==> config.mk <==
export PLATFORM = sky130hd
export DESIGN_NAME = pong_sync_gen_flat
export DESIGN_NICKNAME = d
export VERILOG_FILES = /design/src/rtl/pong_timing_pkg.sv /design/src/rtl/pong_sync_gen_if.sv /design/src/rtl/pong_mod_counter.sv /design/src/rtl/pong_sync_gen.sv /design/src/flat_wrapper.sv
export SDC_FILE = /design/constraint.sdc
export NUM_CORES = 1
export LEC_CHECK = 0
export CAP_MARGIN = 5
export CORE_MARGIN = 10
export CORE_UTILIZATION = 45
export CTS_CLUSTER_SIZE = 8
export DETAILED_ROUTE_END_ITERATION = 12
export PLACE_DENSITY = 0.81
export SLEW_MARGIN = 20
export SYNTH_ARGS = -nofsm -noshare
export SYNTH_HDL_FRONTEND = slang
export SYNTH_SLANG_ARGS = --single-unit
==> constraint.sdc <==
create_clock -name clk -period 2.3 [get_ports clk]
set_clock_uncertainty 0.15 [all_clocks]
set_input_delay 0.345 -clock clk [delete_from_list [all_inputs] [get_ports clk]]
set_output_delay 0.345 -clock clk [all_outputs]
set_load 0.01 [all_outputs]
==> src/rtl/pong_timing_pkg.sv <==
// Shared timing constants and count type for the Pong video path.
// Holds the default line/frame totals and the blank/sync boundaries used by
// pong_sync_gen. It also holds the 9-bit count type that the downstream
// video, net and paddle blocks consume.
package pong_timing_pkg;

  localparam int unsigned CountW = 9;
  typedef logic [CountW-1:0] count_t;

  localparam int unsigned H_TOTAL_DEF      = 455;
  localparam int unsigned V_TOTAL_DEF      = 262;
  localparam int unsigned H_BLANK_END_DEF  = 80;
  localparam int unsigned H_SYNC_START_DEF = 32;
  localparam int unsigned H_SYNC_END_DEF   = 64;
  localparam int unsigned V_BLANK_END_DEF  = 16;
  localparam int unsigned V_SYNC_START_DEF = 4;
  localparam int unsigned V_SYNC_END_DEF   = 8;

  // True when lo <= c < hi.
  function automatic logic in_window(input count_t c, input count_t lo, input count_t hi);
    return (c >= lo) && (c < hi);
  endfunction

endpackage

==> src/rtl/pong_sync_gen_if.sv <==
// Timing bundle produced by pong_sync_gen.
// Signals:
//   hcount/vcount   current horizontal/vertical counts (bit n = "2^n H/V")
//   hreset/vreset   line/frame end strobes (combinational decode of counts)
//   hblank/vblank   active-high blanking
//   hsync_n/vsync_n active-low sync
// The master modport drives the bundle; the slave modport is for consumers.
interface pong_sync_gen_if;
  import pong_timing_pkg::*;

  count_t hcount;
  count_t vcount;
  logic   hreset;
  logic   vreset;
  logic   hblank;
  logic   vblank;
  logic   hsync_n;
  logic   vsync_n;

  modport master (
    output hcount, vcount, hreset, vreset, hblank, vblank, hsync_n, vsync_n
  );

  modport slave (
    input hcount, vcount, hreset, vreset, hblank, vblank, hsync_n, vsync_n
  );

endinterface

==> src/rtl/pong_mod_counter.sv <==
// Modulus-N up counter with increment enable and wrap decode.
// Ports:
//   clk      clock
//   rst_n    synchronous active-low reset (count -> 0)
//   inc_i    advance the count this edge
//   count_o  current count
//   next_o   value the count takes at the next edge, ignoring reset
//   wrap_o   high while count == Modulus-1
module pong_mod_counter
  import pong_timing_pkg::*;
#(
  parameter int unsigned Modulus = 16
) (
  input  logic   clk,
  input  logic   rst_n,
  input  logic   inc_i,
  output count_t count_o,
  output count_t next_o,
  output logic   wrap_o
);

  localparam count_t Last = count_t'(Modulus - 1);

  count_t count_q, count_d;

  always_comb begin
    wrap_o  = (count_q == Last);
    count_d = count_q;
    if (inc_i) begin
      count_d = wrap_o ? '0 : count_q + 1'b1;
    end
  end

  always_ff @(posedge clk) begin
    if (!rst_n) begin
      count_q <= '0;
    end else begin
      count_q <= count_d;
    end
  end

  assign count_o = count_q;
  assign next_o  = count_d;

endmodule

==> src/rtl/pong_sync_gen.sv <==
// Horizontal/vertical timing generator for the Pong core.
// Replaces the ripple counter chains and their gate-level decodes with one
// clocked block.
// Ports:
//   clk    core clock
//   rst_n  synchronous active-low reset
//   ce     advance enable (only when PONG_SYNC_CE_EN is defined)
//   tim    timing bundle (pong_sync_gen_if.master): counts, line/frame
//          strobes, blank and sync flags
// Optional feature macro: PONG_SYNC_CE_EN. When defined, it adds the ce port
// and advances only on edges where ce is high. When undefined, the block
// advances on every clock edge.
module pong_sync_gen
  import pong_timing_pkg::*;
#(
  parameter int unsigned H_TOTAL      = H_TOTAL_DEF,
  parameter int unsigned V_TOTAL      = V_TOTAL_DEF,
  parameter int unsigned H_BLANK_END  = H_BLANK_END_DEF,
  parameter int unsigned H_SYNC_START = H_SYNC_START_DEF,
  parameter int unsigned H_SYNC_END   = H_SYNC_END_DEF,
  parameter int unsigned V_BLANK_END  = V_BLANK_END_DEF,
  parameter int unsigned V_SYNC_START = V_SYNC_START_DEF,
  parameter int unsigned V_SYNC_END   = V_SYNC_END_DEF
) (
  input logic             clk,
  input logic             rst_n,
`ifdef PONG_SYNC_CE_EN
  input logic             ce,
`endif
  pong_sync_gen_if.master tim
);

  if (H_TOTAL > 512 || V_TOTAL > 512 ||
      !(H_SYNC_START < H_SYNC_END) || !(H_SYNC_END <= H_BLANK_END) ||
      !(H_BLANK_END < H_TOTAL) ||
      !(V_SYNC_START < V_SYNC_END) || !(V_SYNC_END <= V_BLANK_END) ||
      !(V_BLANK_END < V_TOTAL)) begin : g_bad_params
    $error("pong_sync_gen: illegal timing parameters");
  end

  localparam count_t HBlankEnd  = count_t'(H_BLANK_END);
  localparam count_t HSyncStart = count_t'(H_SYNC_START);
  localparam count_t HSyncEnd   = count_t'(H_SYNC_END);
  localparam count_t VBlankEnd  = count_t'(V_BLANK_END);
  localparam count_t VSyncStart = count_t'(V_SYNC_START);
  localparam count_t VSyncEnd   = count_t'(V_SYNC_END);

  logic advance;
`ifdef PONG_SYNC_CE_EN
  assign advance = ce;
`else
  assign advance = 1'b1;
`endif

  count_t h_count, h_next, v_count, v_next;
  logic   h_wrap, v_wrap;

  pong_mod_counter #(
    .Modulus (H_TOTAL)
  ) u_hcnt (
    .clk     (clk),
    .rst_n   (rst_n),
    .inc_i   (advance),
    .count_o (h_count),
    .next_o  (h_next),
    .wrap_o  (h_wrap)
  );

  pong_mod_counter #(
    .Modulus (V_TOTAL)
  ) u_vcnt (
    .clk     (clk),
    .rst_n   (rst_n),
    .inc_i   (advance & h_wrap),
    .count_o (v_count),
    .next_o  (v_next),
    .wrap_o  (v_wrap)
  );

  // Flags are decoded from the next count so they change on the same edge
  // as the count they describe.
  logic hblank_q, hblank_d, vblank_q, vblank_d;
  logic hsync_n_q, hsync_n_d, vsync_n_q, vsync_n_d;

  always_comb begin
    hblank_d  = hblank_q;
    vblank_d  = vblank_q;
    hsync_n_d = hsync_n_q;
    vsync_n_d = vsync_n_q;
    if (advance) begin
      hblank_d  = (h_next < HBlankEnd);
      hsync_n_d = !in_window(h_next, HSyncStart, HSyncEnd);
      vblank_d  = (v_next < VBlankEnd);
      vsync_n_d = !in_window(v_next, VSyncStart, VSyncEnd);
    end
  end

  always_ff @(posedge clk) begin
    if (!rst_n) begin
      hblank_q  <= 1'b1;
      vblank_q  <= 1'b1;
      hsync_n_q <= 1'b1;
      vsync_n_q <= 1'b1;
    end else begin
      hblank_q  <= hblank_d;
      vblank_q  <= vblank_d;
      hsync_n_q <= hsync_n_d;
      vsync_n_q <= vsync_n_d;
    end
  end

  assign tim.hcount  = h_count;
  assign tim.vcount  = v_count;
  assign tim.hreset  = h_wrap;
  assign tim.vreset  = h_wrap & v_wrap;
  assign tim.hblank  = hblank_q;
  assign tim.vblank  = vblank_q;
  assign tim.hsync_n = hsync_n_q;
  assign tim.vsync_n = vsync_n_q;

endmodule
==> src/flat_wrapper.sv <==
// flat-port wrapper written by rule: the top's interface ports become plain ports
module pong_sync_gen_flat import pong_timing_pkg::*;
#(
  parameter int unsigned H_TOTAL      = H_TOTAL_DEF,
  parameter int unsigned V_TOTAL      = V_TOTAL_DEF,
  parameter int unsigned H_BLANK_END  = H_BLANK_END_DEF,
  parameter int unsigned H_SYNC_START = H_SYNC_START_DEF,
  parameter int unsigned H_SYNC_END   = H_SYNC_END_DEF,
  parameter int unsigned V_BLANK_END  = V_BLANK_END_DEF,
  parameter int unsigned V_SYNC_START = V_SYNC_START_DEF,
  parameter int unsigned V_SYNC_END   = V_SYNC_END_DEF
)
  (clk, rst_n, tim_hcount, tim_vcount, tim_hreset, tim_vreset, tim_hblank, tim_vblank, tim_hsync_n, tim_vsync_n);
  pong_sync_gen_if tim_i ();
  input logic clk;
  input logic rst_n;
  output wire logic [$bits(tim_i.hcount)-1:0] tim_hcount;
  output wire logic [$bits(tim_i.vcount)-1:0] tim_vcount;
  output wire logic [$bits(tim_i.hreset)-1:0] tim_hreset;
  output wire logic [$bits(tim_i.vreset)-1:0] tim_vreset;
  output wire logic [$bits(tim_i.hblank)-1:0] tim_hblank;
  output wire logic [$bits(tim_i.vblank)-1:0] tim_vblank;
  output wire logic [$bits(tim_i.hsync_n)-1:0] tim_hsync_n;
  output wire logic [$bits(tim_i.vsync_n)-1:0] tim_vsync_n;
  assign tim_hcount = tim_i.hcount;
  assign tim_vcount = tim_i.vcount;
  assign tim_hreset = tim_i.hreset;
  assign tim_vreset = tim_i.vreset;
  assign tim_hblank = tim_i.hblank;
  assign tim_vblank = tim_i.vblank;
  assign tim_hsync_n = tim_i.hsync_n;
  assign tim_vsync_n = tim_i.vsync_n;
  pong_sync_gen #(.H_TOTAL(H_TOTAL), .V_TOTAL(V_TOTAL), .H_BLANK_END(H_BLANK_END), .H_SYNC_START(H_SYNC_START), .H_SYNC_END(H_SYNC_END), .V_BLANK_END(V_BLANK_END), .V_SYNC_START(V_SYNC_START), .V_SYNC_END(V_SYNC_END)) u_core (.clk(clk), .rst_n(rst_n), .tim(tim_i));
endmodule
# Word level (Yosys, flattened, before mapping)
# Index checks and enable logic that the tools add are counted.
word_totals:
  reg_bits: 22
  latchBits: 0
  ramBits: 0
  romBits: 0
  in_bits: 2
  output_inout_bits: 24
  elab_cells: 24
  mem_count: 0
op_classes:
  add_sub_neg: 2
  multipliers: 0
  div_mod_pow: 0
  n_lt_le_gt_ge: 6
  eq_ne: 2
  shift: 0
  muxes: 3
  bitwise: 1
  n_reduce_logical: 4
ops:
  columns: ["op", "count"]
  rows:
  - ["$mux W9", 3]
  - ["$add A9 B1 Y9 const B", 2]
  - ["$eq A9 B9 Y1 const B", 2]
  - ["$lt A9 B7 Y1 const B", 2]
  - ["$ge A9 B3 Y1 const B", 1]
  - ["$ge A9 B6 Y1 const B", 1]
  - ["$lt A9 B4 Y1 const B", 1]
  - ["$lt A9 B5 Y1 const B", 1]
  - ["$logic_and A1 B1 Y1", 2]
  - ["$logic_not A1 Y1", 2]
  - ["$and A1 B1 Y1", 1]

# Depth between registers and ports, before layout
logic_depth:
  depth_word: 6
  depth_mapped: 9
  mapped_depth_nobuf: 8

# By module
# Synthesis repeated with hierarchy kept, for this count alone.
unflattened:
  hier_cells: 146
  hier_area_um2: 1223.7
modules_own_cells:
  columns: ["mod", "n_inst", "cells_each", "area_each_um2", "seq_area_each_um2"]
  rows:
  - ["pong_mod_counter (u_core.u_hcnt)", 1, 69, 573.0, 180.2]
  - ["pong_mod_counter (u_core.u_vcnt)", 1, 63, 510.5, 180.2]
  - ["pong_sync_gen", 1, 14, 140.1, 80.1]

# Least setup slack after synthesis
# Ideal clock, no wire load.
synth_path:
  path_type: "reg2reg"
  startpoint: "register u_core.u_hcnt.count_q[1] (netlist: u_core.u_hcnt.count_o[1])"
  endpoint: "register u_core.vsync_n_q (netlist: u_core.tim.vsync_n)"
  setup_time_ns: 0.134
  t_arrival_ns: 1.953
  required_ns: 2.016
  path_slack_ns: 0.063
  stages_incl_launch_ff: 9
  period_less_slack_ns: 2.237
  cell_sequence: "dfxtp_1 ha_1 nand4b_2 or2_1 buf_6 clkinv_4 nand4_4 mux2i_1 or4b_1"
synth_via:
  elab_chain_len: 5
  elab_cells_between_ends: 6
  classes_between: "order compare (2); eq/ne (1); mux (1); reduce/logical (2)"
synth_rtl:
  columns: ["element", "line", "rtl"]
  rows:
  - ["from (decl)", "pong_mod_counter.sv:24", "count_t count_q, count_d;"]
  - ["from (signal assigned)", "pong_mod_counter.sv:38", "count_q <= count_d;"]
  - ["$eq A9 B9 Y1 *", "pong_mod_counter.sv:27", "wrap_o = (count_q == Last);"]
  - ["via tim_hreset", "flat_wrapper.sv:19", "output wire logic [$bits(tim_i.hreset)-1:0] tim_hreset;"]
  - ["$mux W9 *", "pong_mod_counter.sv:29", "if (inc_i) begin"]
  - ["$ge A9 B3 Y1 / $lt A9 B4 Y1 (equally long branches)", "pong_timing_pkg.sv:21", "return (c >= lo) && (c < hi);"]
  - ["$logic_and A1 B1 Y1 *", "pong_timing_pkg.sv:21", null]
  - ["$logic_not A1 Y1 *", "pong_sync_gen.sv:94", "vsync_n_d = !in_window(v_next, VSyncStart, VSyncEnd);"]
  - ["to (signal assigned)", "pong_sync_gen.sv:108", "vsync_n_q <= vsync_n_d;"]
  - ["to (decl)", "pong_sync_gen.sv:83", "logic hsync_n_q, hsync_n_d, vsync_n_q, vsync_n_d;"]
# Mark *: on every way through the listed nets, which the timed path passes. The rest lies on a longest branch.
# A chain may end at the register's enable or synchronous reset.

# Worst setup path in the final report
layout_path:
  startpoint: "register u_core.u_hcnt.count_q[0] (netlist: u_core.u_hcnt.count_o[0])"
  endpoint: "output port tim_vreset"
layout_via:
  elab_chain_len: 2
layout_rtl:
  columns: ["element", "line", "rtl"]
  rows:
  - ["$eq A9 B9 Y1", "pong_mod_counter.sv:27", null]
  - ["$and A1 B1 Y1", "pong_sync_gen.sv:115", "assign tim.vreset = h_wrap & v_wrap;"]
  - ["to (decl)", "flat_wrapper.sv:20", "output wire logic [$bits(tim_i.vreset)-1:0] tim_vreset;"]
# Every way passes these cells.

==> results.md <==
* Worst slew margin at 0.778
* Crit path cell chain: inv_1, ha_1, nand4b_2, or2_4, nor2_1, dlygate4sd2_1
* Post-Syn Instances at 122
* Highest-count cells in the layout ignoring fill and taps: clkdlybuf4s50_1 (23), dfxtp_1 (22), nor2_1 (18)
* Netlist cell types at 40
* Full die area at 4920 um2
* Final ANT Viol Nets at 0
* RSZ-0062 raised after global routing: false
* WL final at 2.71 mm
* Top cell type's share of synthesized area at 0.389
* R2R cell count at 8
* Post-synth top area cell: dfxtp_1
* Final net count at 166
* Area contributors post-synth: dfxtp_1 (39%), xnor2_1 (6.2%), xor2_1 (6.2%)
* Initial antenna violation count at 0
* FF-to-FF setup slack at 0.14 ns
* Clock latency on the worst-skew pair at 0.31 ns
* Post-synth ARST share at 0
* Final hold violations at 0
* CTS sink cnt at 22
* Syn. warnings at 0
* Crit-path slowest cell: dfxtp_1
* Iter 0 DRT Violations at 61
* Final core occ at 0.634
* # DRC at 0
* Final Max Tran Viols at 0
* Layout cells sized above 1 at 0.151
* CP Launch Type: register
* Synth Net Count at 128
* DP Area at 1470 um2
* Mapped Area at 1130 um2
* Die Y-Extent at 70.1 um
* Static leakage power at 0.000627 uW
* Crit path DAT at 1.71 ns
* Largest net degree at the start of global routing at 14
* Hold Crit Class: register to register
* PortBufs at 25
* Run status: finished, final reports clean
* GPL Wtd Cong at 0.799
* Worst-path fanout max at 4
* Area Overhead vs Synth at 36.3%
* Total negative slack at 0 ns
* Largest stage delay, worst path at 0.33 ns
* Total gr overflow at 0
* CP endpoint: tim_vreset
* Clock-pin slew on the worst setup and hold paths at 0.12 ns
* Seq/Total Area, Yosys at 0.389
* H-tree levels at 1
* Antenna cells at 0
* MaxCap Viol Count at 0
* Critical Path Start: u_core.u_hcnt.count_o[0]
* IO Pins at 26
* Top_reg_cell synth: dfxtp_1
* Final setup vio count at 0
* Via Count at 1002
* WS Path Type: register to output pin
* First-pass GRT wire length at 4.44 mm
* PnR worst setup slack at 0.0973 ns
* Initial DRT Pass Iterations at 4
* Fin Hold WS at 0.405 ns
* RR Startpoint: u_core.u_hcnt.count_o[0]
* Vias per cell at 5.30
* Drt wl/cell at 14.4 um
* Hold path depth at 2
* Vias in the first global route at 981
* Total power density per cell area at 472 nW/um2
* Die extent in x at 70.1 um
* Final HPWL DP at 2.11 mm
* GRT Total Usage at 0.106
* Fmax at 454 MHz
* Worst Setup End Kind: output pin
* Maximum VDD drop at 0.463 mV
* Average cell area after synthesis at 9.27 um2
* CP required at 1.80 ns
* Post-route cell area at 1540 um2
* Slew of the pin with the lowest slew margin at 0.330 ns
* Commonest non-fill, non-tap cell in the layout: clkdlybuf4s50_1
* Root buffer cell: clkbuf_4
* R2R Path End: u_core.tim.vsync_n
* Min Tclk post-route at 2.20 ns
* Number of flops mapped to enable cells by yosys at 0
* Post-CTS Hold Buffers at 0
* Flops & latches, synth at 22
* Core footprint at 2430 um2
* Rows at 18
* CTS Buf Count at 3
* Initial Util at 0.465
* CTS Buffer Depth at 2
* DP Worst Slack at 0.0717 ns
* Final Cycle Share at 0.958
* CTS tree: yes
## cell usage after synthesis, types with 2 or more instances
| library cell | n |
|---|---|
| a21oi_1 | 3 |
| inv_1 | 2 |
| and3_1 | 4 |
| nand3_1 | 7 |
| ha_1 | 4 |
| clkbuf_1 | 3 |
| dfxtp_1 | 22 |
| nand2_1 | 8 |
| o21ai_0 | 3 |
| o22ai_1 | 2 |
| nor3_1 | 3 |
| nor2_1 | 18 |
| xnor2_1 | 8 |
| xor2_1 | 8 |
| and4_1 | 2 |
## worst min path at each step
stage,end,start
after detailed placement,u_core.u_hcnt.count_o[0],u_core.u_hcnt.count_o[0]
after floorplan,u_core.tim.vblank,rst_n
after global placement,u_core.u_hcnt.count_o[1],u_core.u_hcnt.count_o[1]
after CTS,u_core.u_hcnt.count_o[1],u_core.u_hcnt.count_o[1]
final,u_core.u_hcnt.count_o[1],u_core.u_hcnt.count_o[1]
after global routing,u_core.u_hcnt.count_o[0],u_core.u_hcnt.count_o[0]
## sequential cells by signal, indices dropped and copies added (netlist names)
register               flops
u_core.u_hcnt.count_o      9
u_core.tim.hsync_n         1
u_core.tim.hblank          1
u_core.tim.vblank          1
u_core.u_vcnt.count_o      9
u_core.tim.vsync_n         1
## per-stage QoR
step	total power, uW	instances
2_1_floorplan	414	122
3_3_place_gp	438	182
3_5_place_dp	439	182
4_1_cts	732	186
5_1_grt	753	189
6_report	728	189
## critical path, delay by kind of cell (launching register included)
kind | cells | cell delay, ns
adders and majority gates | 1 | 0.16
buffers and inverters | 2 | 0.33
DFF | 1 | 0.33
and+or+nand+nor | 3 | 0.58
## layer usage
layer  vias up  part of all wire  GRT usage
met5         -                 0          0
met4         0            0.0063     0.0329
met3         4             0.080     0.0466
met2        27              0.49      0.187
met1       475              0.42      0.108
li1        496                 -          -
## what timing repair did
action | CTS | global route
pin swaps | 0 | 1
buffers inserted | 0 | 3
setup endpoints to repair | 2 | 2
gates resized for setup | 3 | 0
## where the power goes
| part | leakage, uW | switching (uW) | internal, uW |
|---|---|---|---|
| registers | 0.000178 | 2.68 | 385 |
| logic | 0.000422 | 21.9 | 20.7 |
| clock network | 0.0000279 | 121 | 176 |
## kinds of logic after synthesis
family          Yosys count  synth area share
simple gates             58             0.323
flops                    22             0.389
xor+xnor                 16             0.124
compound gates           13            0.0719
buf+inv                   8            0.0387
fa+ha+maj                 4            0.0442
mux                       1           0.00885
## final cells by class
cell class                      count  area, um2
Fill cell                         207        891
Multi-Input combinational cell     92        649
Sequential cell                    22        440
Timing Repair Buffer               38        345
Tap cell                           30       37.5
Clock inverter                      1       30.0
Clock buffer                        3       22.5
Inverter                            3       16.3
(Power assumes the default switching activity.)
